--- config.mk ---
export PLATFORM = sky130hd
export DESIGN_NAME = mmio_uart_tx
export DESIGN_NICKNAME = d
export VERILOG_FILES = /design/src/rtl/klp32_mmio_pkg.sv /design/src/rtl/sync_fifo.sv /design/src/rtl/mmio_uart_tx.sv
export SDC_FILE = /design/constraint.sdc
export NUM_CORES = 1
export LEC_CHECK = 0
export BUFFER_PORTS_ARGS = -buffer_cell sky130_fd_sc_hd__buf_4
export CELL_PAD_IN_SITES_DETAIL_PLACEMENT = 0
export CELL_PAD_IN_SITES_GLOBAL_PLACEMENT = 1
export CORE_ASPECT_RATIO = 0.75
export CORE_MARGIN = 4
export CORE_UTILIZATION = 49
export CTS_BUF_LIST = sky130_fd_sc_hd__clkbuf_16
export DETAILED_ROUTE_END_ITERATION = 8
export PLACE_DENSITY = 0.85
export SLEW_MARGIN = 20
export SYNTH_ARGS = -nofsm -noshare
export SYNTH_HDL_FRONTEND = slang
export SYNTH_SLANG_ARGS = --single-unit
--- constraint.sdc ---
create_clock -name clk -period 6.8 [get_ports clk]
set_input_delay 1.02 -clock clk [delete_from_list [all_inputs] [get_ports clk]]
set_output_delay 1.02 -clock clk [all_outputs]
set_load 0.02 [all_outputs]
--- src/rtl/klp32_mmio_pkg.sv ---
`default_nettype none
// +-----------------------------------------------------------------------+
// | klp32_mmio_pkg                                                        |
// | Shared register map, bit positions and UART TX state type.            |
// | Rev 1.0                                                               |
// +-----------------------------------------------------------------------+
package klp32_mmio_pkg;

  // Word offsets decoded from bus_addr[3:2]
  localparam logic [1:0] REG_TXDATA  = 2'd0;
  localparam logic [1:0] REG_STATUS  = 2'd1;
  localparam logic [1:0] REG_BAUDDIV = 2'd2;
  localparam logic [1:0] REG_CTRL    = 2'd3;

  localparam int STAT_BUSY      = 0;
  localparam int STAT_FULL      = 1;
  localparam int STAT_EMPTY     = 2;
  localparam int STAT_OVERRUN   = 3;
  localparam int STAT_COUNT_LSB = 8;

  localparam int CTRL_ENABLE = 0;
  localparam int CTRL_IRQ_EN = 1;

  typedef enum logic [1:0] {
    IDLE  = 2'd0,
    START = 2'd1,
    DATA  = 2'd2,
    STOP  = 2'd3
  } uart_tx_state_t;

endpackage
`default_nettype wire

--- src/rtl/sync_fifo.sv ---
`default_nettype none
// +-----------------------------------------------------------------------+
// | sync_fifo                                                             |
// | Single-clock first-word-fall-through FIFO; push allowed when full if  |
// | a pop happens in the same cycle.                                      |
// | Rev 1.0                                                               |
// +-----------------------------------------------------------------------+
module sync_fifo #(
  parameter int WIDTH = 8,
  parameter int DEPTH = 8,
  localparam int AW = (DEPTH > 1) ? $clog2(DEPTH) : 1,
  localparam int CW = $clog2(DEPTH) + 1
) (
  input  logic             clk,
  input  logic             rst_n,
  input  logic             i_push,
  input  logic [WIDTH-1:0] i_data,
  input  logic             i_pop,
  output logic [WIDTH-1:0] o_data,
  output logic             o_full,
  output logic             o_empty,
  output logic [CW-1:0]    o_count
);

  logic [WIDTH-1:0] r_mem [DEPTH];
  logic [AW-1:0]    r_wr_ptr;
  logic [AW-1:0]    r_rd_ptr;
  logic [CW-1:0]    r_count;
  logic             w_do_push;
  logic             w_do_pop;

  assign o_full    = (r_count == CW'(DEPTH));
  assign o_empty   = (r_count == '0);
  assign o_count   = r_count;
  assign o_data    = r_mem[r_rd_ptr];
  assign w_do_pop  = i_pop & ~o_empty;
  assign w_do_push = i_push & (~o_full | w_do_pop);

  always_ff @(posedge clk or negedge rst_n) begin
    if (!rst_n) begin
      r_wr_ptr <= '0;
      r_rd_ptr <= '0;
      r_count  <= '0;
    end else begin
      if (w_do_push) r_wr_ptr <= r_wr_ptr + AW'(1);
      if (w_do_pop)  r_rd_ptr <= r_rd_ptr + AW'(1);
      case ({w_do_push, w_do_pop})
        2'b10:   r_count <= r_count + CW'(1);
        2'b01:   r_count <= r_count - CW'(1);
        default: r_count <= r_count;
      endcase
    end
  end

  // Storage needs no reset; the pointers define what is valid.
  always_ff @(posedge clk) begin
    if (w_do_push) r_mem[r_wr_ptr] <= i_data;
  end

endmodule
`default_nettype wire

--- src/rtl/mmio_uart_tx.sv ---
`default_nettype none
// +-----------------------------------------------------------------------+
// | mmio_uart_tx                                                          |
// | MMIO 8N1 UART transmitter with TX FIFO, status/baud/ctrl registers    |
// | and a registered level interrupt.                                     |
// | Rev 1.0                                                               |
// +-----------------------------------------------------------------------+
module mmio_uart_tx
  import klp32_mmio_pkg::*;
#(
  parameter int FIFO_DEPTH  = 8,
  parameter int DEFAULT_DIV = 433
) (
  input  logic        clk,
  input  logic        reset_in,
  input  logic [31:0] bus_addr,
  input  logic [31:0] bus_wr_data,
  output logic [31:0] bus_rd_data,
  input  logic        bus_cs,
  input  logic        bus_wr,
  input  logic        bus_rd,
  output logic        tx,
  output logic        irq
);

  localparam int CW = $clog2(FIFO_DEPTH) + 1;

  uart_tx_state_t r_state;
  uart_tx_state_t w_state_nxt;
  logic [15:0]    r_baud;
  logic [15:0]    r_div_lat;
  logic [15:0]    r_timer;
  logic [7:0]     r_shift;
  logic [2:0]     r_bitcnt;
  logic           r_enable;
  logic           r_irq_en;
  logic           r_overrun;
  logic           r_irq;
  logic           w_full;
  logic           w_empty;
  logic           w_pop;
  logic           w_wr;
  logic           w_wr_txdata;
  logic           w_bit_end;
  logic           w_busy;
  logic [7:0]     w_fifo_data;
  logic [CW-1:0]  w_count;
  logic [7:0]     w_count8;
  logic           w_unused;

  assign w_wr        = bus_cs & bus_wr;
  assign w_wr_txdata = w_wr & (bus_addr[3:2] == REG_TXDATA);
  assign w_busy      = (r_state != IDLE);
  assign w_pop       = (r_state == IDLE) & r_enable & ~w_empty;
  assign w_bit_end   = (r_timer == '0);
  assign w_count8    = 8'(w_count);
  assign irq         = r_irq;
  assign w_unused    = ^{bus_addr[31:4], bus_addr[1:0], bus_wr_data[31:16]};

  sync_fifo #(
    .WIDTH (8),
    .DEPTH (FIFO_DEPTH)
  ) u_fifo (
    .clk     (clk),
    .rst_n   (reset_in),
    .i_push  (w_wr_txdata),
    .i_data  (bus_wr_data[7:0]),
    .i_pop   (w_pop),
    .o_data  (w_fifo_data),
    .o_full  (w_full),
    .o_empty (w_empty),
    .o_count (w_count)
  );

  always_ff @(posedge clk or negedge reset_in) begin
    if (!reset_in) begin
      r_baud    <= 16'(DEFAULT_DIV);
      r_enable  <= 1'b1;
      r_irq_en  <= 1'b0;
      r_overrun <= 1'b0;
      r_irq     <= 1'b0;
    end else begin
      if (w_wr) begin
        case (bus_addr[3:2])
          REG_STATUS:  if (bus_wr_data[STAT_OVERRUN]) r_overrun <= 1'b0;
          REG_BAUDDIV: r_baud <= bus_wr_data[15:0];
          REG_CTRL: begin
            r_enable <= bus_wr_data[CTRL_ENABLE];
            r_irq_en <= bus_wr_data[CTRL_IRQ_EN];
          end
          default: ;
        endcase
      end
      if (w_wr_txdata && w_full && !w_pop) r_overrun <= 1'b1;
      r_irq <= r_irq_en & w_empty & ~w_busy;
    end
  end

  always_ff @(posedge clk or negedge reset_in) begin
    if (!reset_in) r_state <= IDLE;
    else           r_state <= w_state_nxt;
  end

  always_comb begin
    w_state_nxt = r_state;
    case (r_state)
      IDLE:    if (w_pop) w_state_nxt = START;
      START:   if (w_bit_end) w_state_nxt = DATA;
      DATA:    if (w_bit_end && (r_bitcnt == 3'd7)) w_state_nxt = STOP;
      STOP:    if (w_bit_end) w_state_nxt = IDLE;
      default: w_state_nxt = IDLE;
    endcase
  end

  // The divisor is latched per frame so BAUDDIV writes only affect the next frame.
  always_ff @(posedge clk or negedge reset_in) begin
    if (!reset_in) begin
      r_timer   <= '0;
      r_div_lat <= '0;
      r_shift   <= '0;
      r_bitcnt  <= '0;
    end else if (w_pop) begin
      r_shift   <= w_fifo_data;
      r_timer   <= r_baud;
      r_div_lat <= r_baud;
      r_bitcnt  <= '0;
    end else if (r_state != IDLE) begin
      if (w_bit_end) begin
        r_timer <= r_div_lat;
        if (r_state == DATA) begin
          r_shift  <= {1'b0, r_shift[7:1]};
          r_bitcnt <= r_bitcnt + 3'd1;
        end
      end else begin
        r_timer <= r_timer - 16'd1;
      end
    end
  end

  always_comb begin
    tx = 1'b1;
    case (r_state)
      START:   tx = 1'b0;
      DATA:    tx = r_shift[0];
      default: tx = 1'b1;
    endcase
  end

  always_comb begin
    bus_rd_data = '0;
    if (bus_cs && bus_rd) begin
      case (bus_addr[3:2])
        REG_STATUS: begin
          bus_rd_data[STAT_BUSY]                = w_busy;
          bus_rd_data[STAT_FULL]                = w_full;
          bus_rd_data[STAT_EMPTY]               = w_empty;
          bus_rd_data[STAT_OVERRUN]             = r_overrun;
          bus_rd_data[STAT_COUNT_LSB +: 8]      = w_count8;
        end
        REG_BAUDDIV: bus_rd_data[15:0] = r_baud;
        REG_CTRL: begin
          bus_rd_data[CTRL_ENABLE] = r_enable;
          bus_rd_data[CTRL_IRQ_EN] = r_irq_en;
        end
        default: bus_rd_data = '0;
      endcase
    end
  end

endmodule
`default_nettype wire

* Yosys cells after proc, flatten, opt, wreduce, memory -nomap -nowiden *
Memory sizes are Yosys's and may differ from the RTL's.
Cells that the tools add are included.

cells by class
  $add $sub $neg = 6
  equality and inequality tests = 14
  mux-type cells = 29
  bitwise gates (word level) = 12
  reduce and logical (&&, ||, !) cells = 22

operators with widths
  kind                                                 number
  2-to-1 mux 16 bit                                    4
  2-to-1 mux 8 bit                                     4
  logical NOT 16 bit                                   1
  one-hot mux 8 bit (2 select lines)                   1
  nonzero test 2 bit                                   8
  subtractor 16 x 1 -> 16 bit (second input constant)  1
  2-to-1 mux 3 bit                                     4
  == test 2 bit (second input constant)                5
  adder 3 x 1 -> 3 bit (second input constant)         3
  AND 1 bit                                            8
  2-to-1 mux 2 bit                                     4
  one-hot mux 2 bit (4 select lines)                   1
  one-hot mux 4 bit (2 select lines)                   1
  == test 2 x 1 -> 1 bit (second input constant)       3
  2-to-1 mux 1 bit                                     6
  != test 2 bit (second input constant)                3
  one-hot mux 2 bit (3 select lines)                   1
  AND reduction 3 bit                                  2
  adder 4 x 1 -> 4 bit (second input constant)         1
  == test 4 bit (second input constant)                1
  logical AND 1 bit                                    4
  logical NOT 2 bit                                    2
  logical NOT 4 bit                                    1
  2-to-1 mux 4 bit                                     1
  other kinds (10)                                     13

word-level totals
  register bits = 75
  RAM bits = 64
  output and inout port bits = 34
  memories kept = 1

memories
  memory        words  width  read ports  clocked after memory_dff  write ports  line             text
  u_fifo.r_mem  8      8      1           0                         1            sync_fifo.sv:25  logic [WIDTH-1:0] r_mem [DEPTH];

* Longest topological paths before layout *
Gate-level depths: netlist of the first run.

  word-level depth = 8
  mapped depth = 14
  depth with buffers taken out = 12

* Hierarchy *
From an unflattened synthesis of the first run, not the netlist that was laid out.

second synthesis, totals
  cells, all modules = 558
  area, all modules = 6,821.5 sq um

modules (own cells, without submodules)
  module        times used  cells an instance  area each (sq um)  sequential area each (sq um)
  mmio_uart_tx  1           396                3,708.6            1,634.1
  sync_fifo     1           162                3,113.0            2,172.1

* Worst setup path before layout of the first run *
Ideal clock, no wire load.

  kind = input to output
  from = input port bus_addr[2]
  to = output port bus_rd_data[1]
  data arrival time = 2.156 ns
  data required time = 5.780 ns
  slack = 3.624 ns
  stages = 6
  path buffers = 1
  path through = inv_1 > ha_1 > clkbuf_1 > a22o_1 > a31oi_1 > nor3_1

on the way
  longest elaborated chain between the ends = 3

ends and longest elaborated chain
  item                                                     line                 text
  start: declaration                                       mmio_uart_tx.sv:16   input logic [31:0] bus_addr,
  == test 2 bit or == test 2 x 1 -> 1 bit (tied branches)  mmio_uart_tx.sv:152  case (bus_addr[3:2])
  one-hot mux 2 bit (3 select lines) *                     mmio_uart_tx.sv:152
  2-to-1 mux 16 bit *                                      mmio_uart_tx.sv:151  if (bus_cs && bus_rd) begin
  end: declaration                                         mmio_uart_tx.sv:18   output logic [31:0] bus_rd_data,

Every way passes the cells marked *; elsewhere a longest branch is shown, timed or not.

* Final worst setup path of the first run *
  from = input port bus_addr[2]
  to = output port bus_rd_data[4]

on the way
  longest elaborated chain between the ends = 3

ends and longest elaborated chain
  item               line
  == test 2 bit      mmio_uart_tx.sv:152
  2-to-1 mux 4 bit   mmio_uart_tx.sv:152
  2-to-1 mux 16 bit  mmio_uart_tx.sv:151

Every way passes these cells.

==> results.md, run 1 <==
- RSZ-0062 raised after global routing: no
- Syn Std Cell Area: 6700 um2
- PD cells: ~400 nW/um2
- Buffers added on ports: 40
- Hold Fails Final Rpt: 0
- Final Routed Wirelength: between 10000 and 15000 um
- TritonCTS buffer count: 17
- DR DRC count: 0
- Clk_lat worst skew: ~420 ps
- Die outline area: 15600 um2
- Clk Tree Root Cell: clkbuf_16
- Post-synth top area cell: edfxtp_1
- Most frequent cells in the layout: nand2_1 (78), dfrtp_1 (68), edfxtp_1 (64)
- Grt ovf: 0
- Final Setup Violations: 0
- CTS tree: done
- Final worst path period need: around 3500 ps
- Slew Limit Fails: 0
- Setup Buffers After CTS: 0
- Register Area: 3810 um2
- Multi-input gate area: 2590 um2
- Ys async rst share: a little over half
- Vias in the first global route: roughly 4400
- Vias/cell: 5.90
- Outcome: completed
- Fmax: approximately 0.28 GHz
- Initial antenna violation count: 0
- Largest net degree at the start of global routing: 76
- Fin cells: around 750
- Proportion of layout cells with a drive suffix above 1: between 20% and 30%
- Routed Antenna Nets: 0
- Seq/Total Area, Yosys: between 50% and 60%
- Post-CTS Hold Buffers: 0
- Fill count: 1014
- DRT Pass-1 Iters: 5
- Via count: about 4500
- Synth top area cells: edfxtp_1 (29%), dfrtp_1 (26%), mux4_2 (5.4%)
- Distinct cells, synth: between 60 and 70
- Post-DP HPWL: between 9000 and 10000 um
- I/O pin count: 103
- First-pass GRT wire length: roughly 24000 um
- GPL Wtd Cong: between 0.8 and 0.9
- Rel. slew slack: ~34%
- Starting DRT DRC Count: a little over 400
- Post_cts resized: 0
- Final net count: 658
- Leakage: about 3 nW
- Synth Flop Type: dfrtp_1
- Initial core utilization: between 50% and 60%
- CTS sink count: around 140
- Clock-pin transition on the worst setup and hold timing paths: ~60 ps
- Slew @ Worst Pin: around 990 ps
- Post-detailed-route wirelength per cell: 19.5 um
- Final Cycle Share: around half
- Row count: 36
- Core ar.: about 13000 um2
- Crit path max fanout: 10
- Synth Instances: 538
- Worst Skew: 9.87 ps
- Synthesis-stage register bit count: between 100 and 150
- Setup crit end kind: primary output
- Setup_tns: 0 ps
- Synth-to-layout area growth: 13.1%
- # diodes: 0
- CP Data Arrival Time: between 2000 and 3000 ps
- Yosys top cell area share: 28.7%
- CP Class: primary input to primary output
- Placed Cells incl. Taps: a little over 700
- Mean Syn Cell Area: around 12 um2
- Number of max-cap violations: 0
- Total GRT Usage: between 20 and 25%
- CP required: ~5800 ps
- Startpoint Class: primary input
- Min-delay worst type: flop to flop
- Htree depth: 4
- Commonest non-fill, non-tap cell in the layout: nand2_1
- Die W: 143 um
- Clk buf depth: 2
- Post-synth EDFFs: 64
- Yosys warning total: 0
- Die extent in y: about 110 um
- Worst VDD drop: 211 uV
per-layer routing:
metal  vias to the layer above  routed length, um  GRT usage (%)
li1                       2018                  -              -
met1                      2256               6810           29.1
met2                       161               6790           30.1
met3                        17                949           5.22
met4                         0                197           6.24
met5                         -                  0              0
cells in the mapped netlist (all sizes together), types with 5 or more instances:
cell and instances:
nor3 16, nor2 21, mux2 21, mux2i 5, nand3 14, ha 19, a31oi 7, a22oi 6
xor2 6, dfrtp 69, buf 33, o211ai 11, inv 11, o21ai 23, nor2b 6, and2 9
nor4 11, xnor2 6, nand2 78, a211oi 6, edfxtp 64, clkbuf 17, mux4 16, dfstp 6
a21oi 5
sequential cells by signal, summed over array words and instances, names as in the netlist:
name             count
r_div_lat           16
r_state              2
u_fifo.r_mem        64
r_overrun            1
r_shift              8
r_bitcnt             3
r_irq_en             1
r_baud              16
r_timer             16
u_fifo.r_wr_ptr      3
u_fifo.r_rd_ptr      3
u_fifo.o_count       4
irq                  1
r_enable             1
logic make-up (layout without fill, tap and decap cells):
logic type	count (synthesis)	after routing	share of synthesized area [%]
AND/OR/NAND/NOR	179	179	13.9
other	1	16	0.0560
multiplexers	42	42	9.66
flip-flops	139	139	56.8
buffers and inverters	61	91	5.31
adder cells (fa/ha/maj)	19	19	3.55
XOR/XNOR	12	12	1.57
AO/OA/AOI/OAI	85	85	9.10
worst max-delay path: stages:
cell and delay, ps:
buf_4 120, inv_1 100, ha_1 380, and3_1 490, and2_1 240, buf_4 160
worst paths after layout:
kind | startpoint | end | slack (ps) | cells after the start
worst min register to register | r_div_lat[10] | r_div_lat[10] | 470 | 2
max in group asynchronous | reset_in | u_fifo.r_rd_ptr[0] | 5400 | 1
worst max register to register | r_state[0] | u_fifo.o_count[3] | 3600 | 10
min in group asynchronous | reset_in | r_baud[14] | 750 | 1
worst min-delay path | r_div_lat[10] | r_div_lat[10] | 470 | 2
worst max-delay path | bus_addr[2] | bus_rd_data[4] | 3280 | 6
stage by stage:
stage / setup WS [ps] / hold WS (ps) / cell area (um2) / total power (W) / util, %
after floorplan: 3620 / 440 / 6750 / 0.00200 / -
after global placement: 3320 / 455 / 7010 / 0.00215 / 53.1
after detailed placement: 3270 / 458 / 7020 / 0.00220 / 53.2
after CTS: 3280 / 472 / 7570 / 0.00307 / 57.3
after global routing: 3220 / 489 / 7570 / 0.00325 / 57.4
final: 3280 / 472 / 7570 / 0.00306 / 57.4
power by group:
part	internal (W)	switching, W	total (W)	leakage, nW
Clock	0.000501	0.000355	0.000856	0.266
Combinational	0.000412	0.000468	0.000880	1.26
Sequential	0.00106	0.000260	0.00132	1.50
Total	0.00198	0.00108	0.00306	3.02
cell type report:
cell class                 instances  share of cell area [%]
tap                              171                    2.83
clock inverter                    15                    1.67
sequential                       139                    50.3
clock buffer                      17                    5.62
timing repair buffer              48                    4.76
multi-input combinational        353                    34.3
inverter                          11                   0.545
(Power assumes the default switching activity.)
==> inputs of run 2 (changes only) <==
--- a/config.mk
+++ b/config.mk
@@ -5,15 +5,16 @@
 export SDC_FILE = /design/constraint.sdc
 export NUM_CORES = 1
 export LEC_CHECK = 0
+export ABC_AREA = 1
 export BUFFER_PORTS_ARGS = -buffer_cell sky130_fd_sc_hd__buf_4
 export CELL_PAD_IN_SITES_DETAIL_PLACEMENT = 0
 export CELL_PAD_IN_SITES_GLOBAL_PLACEMENT = 1
 export CORE_ASPECT_RATIO = 0.75
 export CORE_MARGIN = 4
-export CORE_UTILIZATION = 49
+export CORE_UTILIZATION = 44
 export CTS_BUF_LIST = sky130_fd_sc_hd__clkbuf_16
 export DETAILED_ROUTE_END_ITERATION = 8
-export PLACE_DENSITY = 0.85
+export PLACE_DENSITY = 0.82
 export SLEW_MARGIN = 20
 export SYNTH_ARGS = -nofsm -noshare
 export SYNTH_HDL_FRONTEND = slang
==> constraint.sdc (replaced) <==
create_clock -name clk -period 3.25 [get_ports clk]
set_input_delay 0.4875 -clock clk [delete_from_list [all_inputs] [get_ports clk]]
set_output_delay 0.4875 -clock clk [all_outputs]
set_load 0.02 [all_outputs]
==> run 2 against run 1 <==
  * Critical endpoint is now u_fifo.o_count[2]
  * Utilization decreased by 4.8 points
  * Synthesized cell count increased by 46%
  * Clock power increased by 140%
  * Worst setup slack got worse by 2600 ps
  * Count of clock-buffer cells in the layout unchanged
  * Combinational power increased to 2.6 times the previous value
  * Wire length increased by 6.5%
  * Highest routed layer unchanged
  * First-iteration DRC count decreased by 6.7%
  * Die area increased by 16%
  * Register-to-register slack got worse by 2900 ps
  * Power increased by 120%
==> results.md, run 2 <==
- Outcome: completed
- Hold Fails Final Rpt: 0 (unchanged)
- Core ar.: 15400 um2 (+17%)
- Max reg flops: 64 (unchanged)
- Post-detailed-route wirelength per cell: 14.9 um (-24%)
- Place WS: 676 ps (-2600 ps)
- Buffers added on ports: 40 (unchanged)
- Largest Register: u_fifo.r_mem
- Number of max-cap violations: 0 (unchanged)
- Seq/Total Area, Yosys: 54.3% (-2.6 points)
- Critical Path Source: r_state[0]
- Most frequent cells in the layout: nand2_1 (219), inv_1 (87), nand3_1 (80)
- Synth-to-layout area growth: 15.6%
- Crit path max fanout: 44 (+34)
- Top post-synthesis cells by count: nand2_1 (219), inv_1 (86), nand3_1 (80)
- Clk buf depth: 2 (unchanged)
- Synth Flop Type: dfrtp_1
- Largest net degree at the start of global routing: 76 (unchanged)
- Synth top area cells: edfxtp_1 (27%), dfrtp_1 (25%), nand2_1 (12%)
- CP Data Arrival Time: 2900 ps (+400 ps)
- Die outline area: 18000 um2 (+16%)
- Setup crit end kind: flop
- Mean Syn Cell Area: 8.92 um2 (-28%)
- Initial antenna violation count: 0 (unchanged)
- Die W: 154 um (+7.6%)
- Post-synth top area cell: edfxtp_1
- Min-delay worst type: primary input to async pin
- Syn Std Cell Area: 7010 um2 (+4.7%)
- Rel. slew slack: 42.5% (+8.9 points)
- Setup_tns: 0 ps (unchanged)
- Fill count: 1413 (+39%)
- Post_cts resized: 0 (unchanged)
- Clk Tree Root Cell: clkbuf_16
- Clock-pin transition on the worst setup and hold timing paths: 60 ps (about the same)
- CTS sink count: 139 (unchanged)
- Final WS setup: 686 ps (-2590 ps)
- Routed Antenna Nets: 0 (unchanged)
- Die extent in y: 117 um (+7.4%)
- Worst Skew: 5.78 ps (-4.09 ps)
- Yosys warning total: 0 (unchanged)
- Post-CTS Hold Buffers: 0 (unchanged)
- Final Setup Violations: 0 (unchanged)
- Count leader, synth: nand2_1
- CP required: 3590 ps (-2190 ps)
- Initial core utilization: 45.5% (-5.2 points)
- Htree depth: 4 (unchanged)
- Synthesis-stage register bit count: 139 (unchanged)
- Total GRT Usage: 18.1% (-2.1 points)
- CP Class: flop to flop
- Vias/cell: 5.02 (-15%)
- Slew @ Worst Pin: 861 ps (-132 ps)
- Distinct cells, synth: 42 (-36%)
- Power Total: 0.00685 W (+120%)
- Slew Limit Fails: 0 (unchanged)
- Row count: 39 (+8.3%)
- Clk_lat worst skew: 420 ps (about the same)
- Synth Instances: 786 (+46%)
- GPL Wtd Cong: 0.863 (+6.7%)
- DRT Pass-1 Iters: 5 (unchanged)
- Post-DP HPWL: 10700 um (+12%)
- Worst VDD drop: 407 uV (+93%)
- Setup Buffers After CTS: 0 (unchanged)
- Final Cycle Share: approximately four fifths
- TritonCTS buffer count: 17 (unchanged)
- DR DRC count: 0 (unchanged)
- CTS tree: done
- Vias in the first global route: 5168 (+18%)
- # diodes: 0 (unchanged)
- Proportion of layout cells with a drive suffix above 1: 15.6% (-7.9 points)
- Fmax: a little under 0.4 GHz
- Worst Reg-to-Reg Cells: 11 (+1)
- Post-synth EDFFs: 64 (unchanged)
- Startpoint Class: flop
- Final Routed Wirelength: 15700 um (+6.5%)
- RR Startpoint: r_state[0]
- PD cells: 845 nW/um2 (+110%)
- Via count: 5272 (+18%)
- RSZ-0062 raised after global routing: no
- Commonest non-fill, non-tap cell in the layout: nand2_1
- Final worst path period need: roughly 2600 ps
- Final net count: 921 (+40%)
- Yosys top cell area share: 27.4% (-1.3 points)
- Grt ovf: 0 (unchanged)
- I/O pin count: 103 (unchanged)
- Leakage: 3.80 nW (+26%)
- Ys async rst share: 54.0% (unchanged)
- Starting DRT DRC Count: 377 (-6.7%)
- First-pass GRT wire length: 26200 um (+10%)
## run 2: cell count changes in the layout (fill, tap and decap cells not counted), sizes merged, moves of 6 or more
cell	before	now
nor2	21	70
nand2	78	224
a211oi	6	0
o21ai	23	65
inv	15	96
and2	9	0
mux2	21	13
nor4	11	0
a22oi	6	0
mux4	16	0
a31oi	7	1
nor3	16	1
nor2b	6	0
nand3	14	82
## run 2: logic make-up (layout without fill, tap and decap cells)
group | after synthesis | in the layout | synth area share (%)
flops | 139 | 139 | 54.3
other cells | 1 | 16 | 0.0535
mux | 14 | 14 | 2.23
simple gates | 388 | 388 | 23.8
compound gates | 79 | 79 | 6.23
xor+xnor | 12 | 12 | 1.50
buf+inv | 134 | 179 | 8.49
fa+ha+maj | 19 | 19 | 3.39
## run 2: path summary, 6_finish.rpt
path                                     endpoint  slack, ps
min in group clk                       r_baud[10]        300
max in group asynchronous              r_baud[15]       2640
worst min register to register       r_div_lat[4]        480
worst max-delay path            u_fifo.o_count[2]        690
worst min-delay path                 r_div_lat[6]         90
worst max register to register  u_fifo.o_count[2]        690
## run 2: area by class of cell
| class | instances | area, um2 | share of cell area [%] |
|---|---|---|---|
| clock buffer | 17 | 425 | 5.25 |
| clock inverter | 15 | 198 | 2.44 |
| multi-input combinational | 528 | 2670 | 32.9 |
| inverter | 94 | 353 | 4.35 |
| sequential | 139 | 3810 | 46.9 |
| tap | 205 | 256 | 3.16 |
| timing repair buffer | 53 | 402 | 4.95 |
## run 2: metrics by stage
stage	cell area (um2)	util [%]	hold slack, ps	instances
floorplan	7070	-	192	801
global placement	7480	48.5	468	1019
global route	8110	52.6	156	1051
detailed placement	7480	48.5	473	1019
CTS	8100	52.6	278	1051
finish	8110	52.6	90.1	1051
## run 2: worst max-delay path: stages (launching register included)
cell     delay (ps)
dfrtp_1         420
inv_1           130
ha_1            260
nand2_2         140
inv_2            90
nand2_4         150
inv_2           100
buf_4           410
ha_1            260
a21oi_1          90
or2_2           300
a31oi_1         140
## run 2: layer usage
metal	vias up	part of all wire, %	GRT usage [%]
met2	138	44	27.4
met4	0	1.4	5.79
met1	2509	49	25.9
li1	2604	-	-
met3	21	5.5	4.05
met5	-	0	0
## run 2: where the power goes
group	switching [W]	leakage, nW	internal [W]
sequential	0.000265	1.51	0.00222
clock	0.000757	0.305	0.00128
combinational	0.00153	1.99	0.000795
total	0.00256	3.80	0.00430
==> inputs of run 3 (changes only) <==
==> constraint.sdc (replaced) <==
create_clock -name clk -period 2.4 [get_ports clk]
set_input_delay 0.36 -clock clk [delete_from_list [all_inputs] [get_ports clk]]
set_output_delay 0.36 -clock clk [all_outputs]
set_load 0.02 [all_outputs]
==> run 3 against run 2 <==
  * Final cell count rose by 0.95%
  * Highest routed layer unchanged
  * Sequential power rose by 35%
  * First-iteration DRC count rose by 20%
  * Count of clock-buffer cells in the layout did not move
  * Largest cell class unchanged
  * Power rose by 34%
  * Design area rose by 0.77%
  * Die area did not move
  * Via count rose by 1.0%
  * Largest power group unchanged
  * Critical path depth rose by 2
  * Utilization rose by 0.41 points
  * Global-route usage rose by 0.71 points
  * Critical path type unchanged
==> results.md, run 3 (synthesis results as in run 2) <==
- Via count: 5326 (+1.0%)
- Clk buf depth: 2 (unchanged)
- CP cell instances: inv_2 -> ha_2 -> nand2_2 -> a21oi_4 -> inv_2 -> ha_2 -> nand2_1 -> inv_1 -> nor2_2 -> ha_1 -> a21oi_1 -> or2_2 -> a31oi_1
- DRT Pass-1 Iters: 5 (unchanged)
- Synth-to-layout area growth: 16.5%
- DR DRC count: 0 (unchanged)
- Setup crit end kind: flop
- Clk_lat worst skew: 420 ps (about the same)
- Core ar.: 15400 um2 (unchanged)
- Largest Register: u_fifo.r_mem
- Largest net degree at the start of global routing: 47 (-38%)
- TritonCTS buffer count: 17 (unchanged)
- Commonest non-fill, non-tap cell in the layout: nand2_1
- Startpoint Class: flop
- Final Setup Violations: 0 (unchanged)
- CTS sink count: 139 (unchanged)
- Crit path largest cell delay: 420 ps (about the same)
- Clock-pin transition on the worst setup and hold timing paths: 60 ps (about the same)
- CP max stage cell: dfrtp_1
- # diodes: 0 (unchanged)
- Min-delay worst type: primary input to flop
- Htree depth: 4 (unchanged)
- Initial antenna violation count: 0 (unchanged)
- Grt ovf: 0 (unchanged)
- Clk Tree Root Cell: clkbuf_16
- Die outline area: 18000 um2 (unchanged)
- Fmax: 0.439 GHz (+13%)
- Vias/cell: 5.02 (about the same)
- Most frequent cells in the layout: nand2_1 (219), inv_1 (84), nand3_1 (80)
- CP required: 2740 ps (-850 ps)
- Row count: 39 (unchanged)
- Slew Limit Fails: 0 (unchanged)
- I/O pin count: 103 (unchanged)
- Leakage: 3.82 nW (+0.61%)
- PD cells: 1120 nW/um2 (+33%)
- GPL Wtd Cong: 0.857 (-0.76%)
- Die extent in y: 117 um (unchanged)
- Slew @ Worst Pin: 606 ps (-255 ps)
- CP Data Arrival Time: 2620 ps (-280 ps)
- Proportion of layout cells with a drive suffix above 1: 17.4% (+1.8 points)
- Routed Antenna Nets: 0 (unchanged)
- Met1 GRT Util: 27.1% (+1.2 points)
- Placement Cell Area: 7550 um2 (+0.97%)
- CTS tree: done
- Worst Skew: 7.20 ps (+1.42 ps)
- Cell area after layout: 8170 um2 (+0.77%)
- Worst VDD drop: 613 uV (+51%)
- Rel. slew slack: 59.6% (+17 points)
- Max reg flops: 64 (unchanged)
- Post-DP HPWL: 11100 um (+3.1%)
- Final Routed Wirelength: 16000 um (+1.7%)
- Final net count: 931 (+1.1%)
- Initial core utilization: 45.5% (unchanged)
- Outcome: completed
- Starting DRT DRC Count: 451 (+20%)
- Setup_tns: 0 ps (unchanged)
- RSZ-0062 raised after global routing: no
- Total GRT Usage: 18.8% (+0.71 points)
- M2 GR Usage: 28.6% (+1.2 points)
- First-pass GRT wire length: 27100 um (+3.5%)
- GRT busiest layer: met2
- CP Class: flop to flop
- Crit path max fanout: 4 (-91%)
- Number of max-cap violations: 0 (unchanged)
- Hold Fails Final Rpt: 0 (unchanged)
- M3 GR Usage: 5.04% (+0.99 points)
- Buffers added on ports: 40 (unchanged)
- Post-detailed-route wirelength per cell: 15.1 um (+0.79%)
- Vias in the first global route: 5230 (+1.2%)
- Final Cycle Share: 94.9% (+16 points)
- Final worst path period need: 2280 ps (-287 ps)
- Die W: 154 um (unchanged)
[run 3: what timing repair did]
item,4_1_cts,5_1_grt
hold buffers,1,0
endpoints found under the setup margin,1,4
pin swaps,0,0
hold endpoints to repair,27,0
gates resized for setup,2,6
setup buffers,0,1
[run 3: per-layer routing]
| metal | vias to the layer above | part of all wire (%) |
|---|---|---|
| met5 | - | 0 |
| met1 | 2536 | 49 |
| met4 | 0 | 0.93 |
| met3 | 13 | 5.6 |
| met2 | 151 | 45 |
| li1 | 2626 | - |
[run 3: worst paths after layout]
| check | start | cells after the start | slack [ps] | to |
|---|---|---|---|---|
| min reg2reg | r_div_lat[4] | 2 | 480 | r_div_lat[4] |
| max in group asynchronous | reset_in | 3 | 1330 | r_baud[0] |
| min in group asynchronous | reset_in | 2 | 420 | r_div_lat[5] |
| max reg2reg | r_state[0] | 13 | 120 | u_fifo.o_count[2] |
| min | bus_wr_data[11] | 2 | 170 | r_baud[11] |
| max | r_state[0] | 13 | 120 | u_fifo.o_count[2] |
[run 3: report_power, final]
group	switching (W)	internal, W	total [W]
clock	0.00110	0.00146	0.00256
combinational	0.00211	0.00113	0.00324
sequential	0.000358	0.00300	0.00336
[run 3: final cells by class]
cell class                      instances  area [um2]
Inverter                               94         353
Sequential cell                       139        3810
Fill cell                            1380        7250
Tap cell                              205         256
Clock inverter                         15         154
Multi-Input combinational cell        528        2680
Timing Repair Buffer                   63         492
Clock buffer                           17         425
[run 3: per-stage QoR]
stage	setup WS, ps	utilization (%)	hold WS [ps]	total power, W	cells
6_report	123	53.0	166	0.00915	1061
5_1_grt	1.03	53.0	149	0.00990	1061
4_1_cts	1.02	52.8	149	0.00918	1060
3_5_place_dp	3.45	49.0	335	0.00658	1027
3_3_place_gp	103	49.0	328	0.00647	1027
2_1_floorplan	56.8	-	64.4	0.00573	801
[run 3: worst max-delay path, delay by kind of cell (launching register included)]
family	cells	cell delay, ps
buf+inv	3	230
fa+ha+maj	3	580
flops	1	420
compound gates	3	370
simple gates	4	600
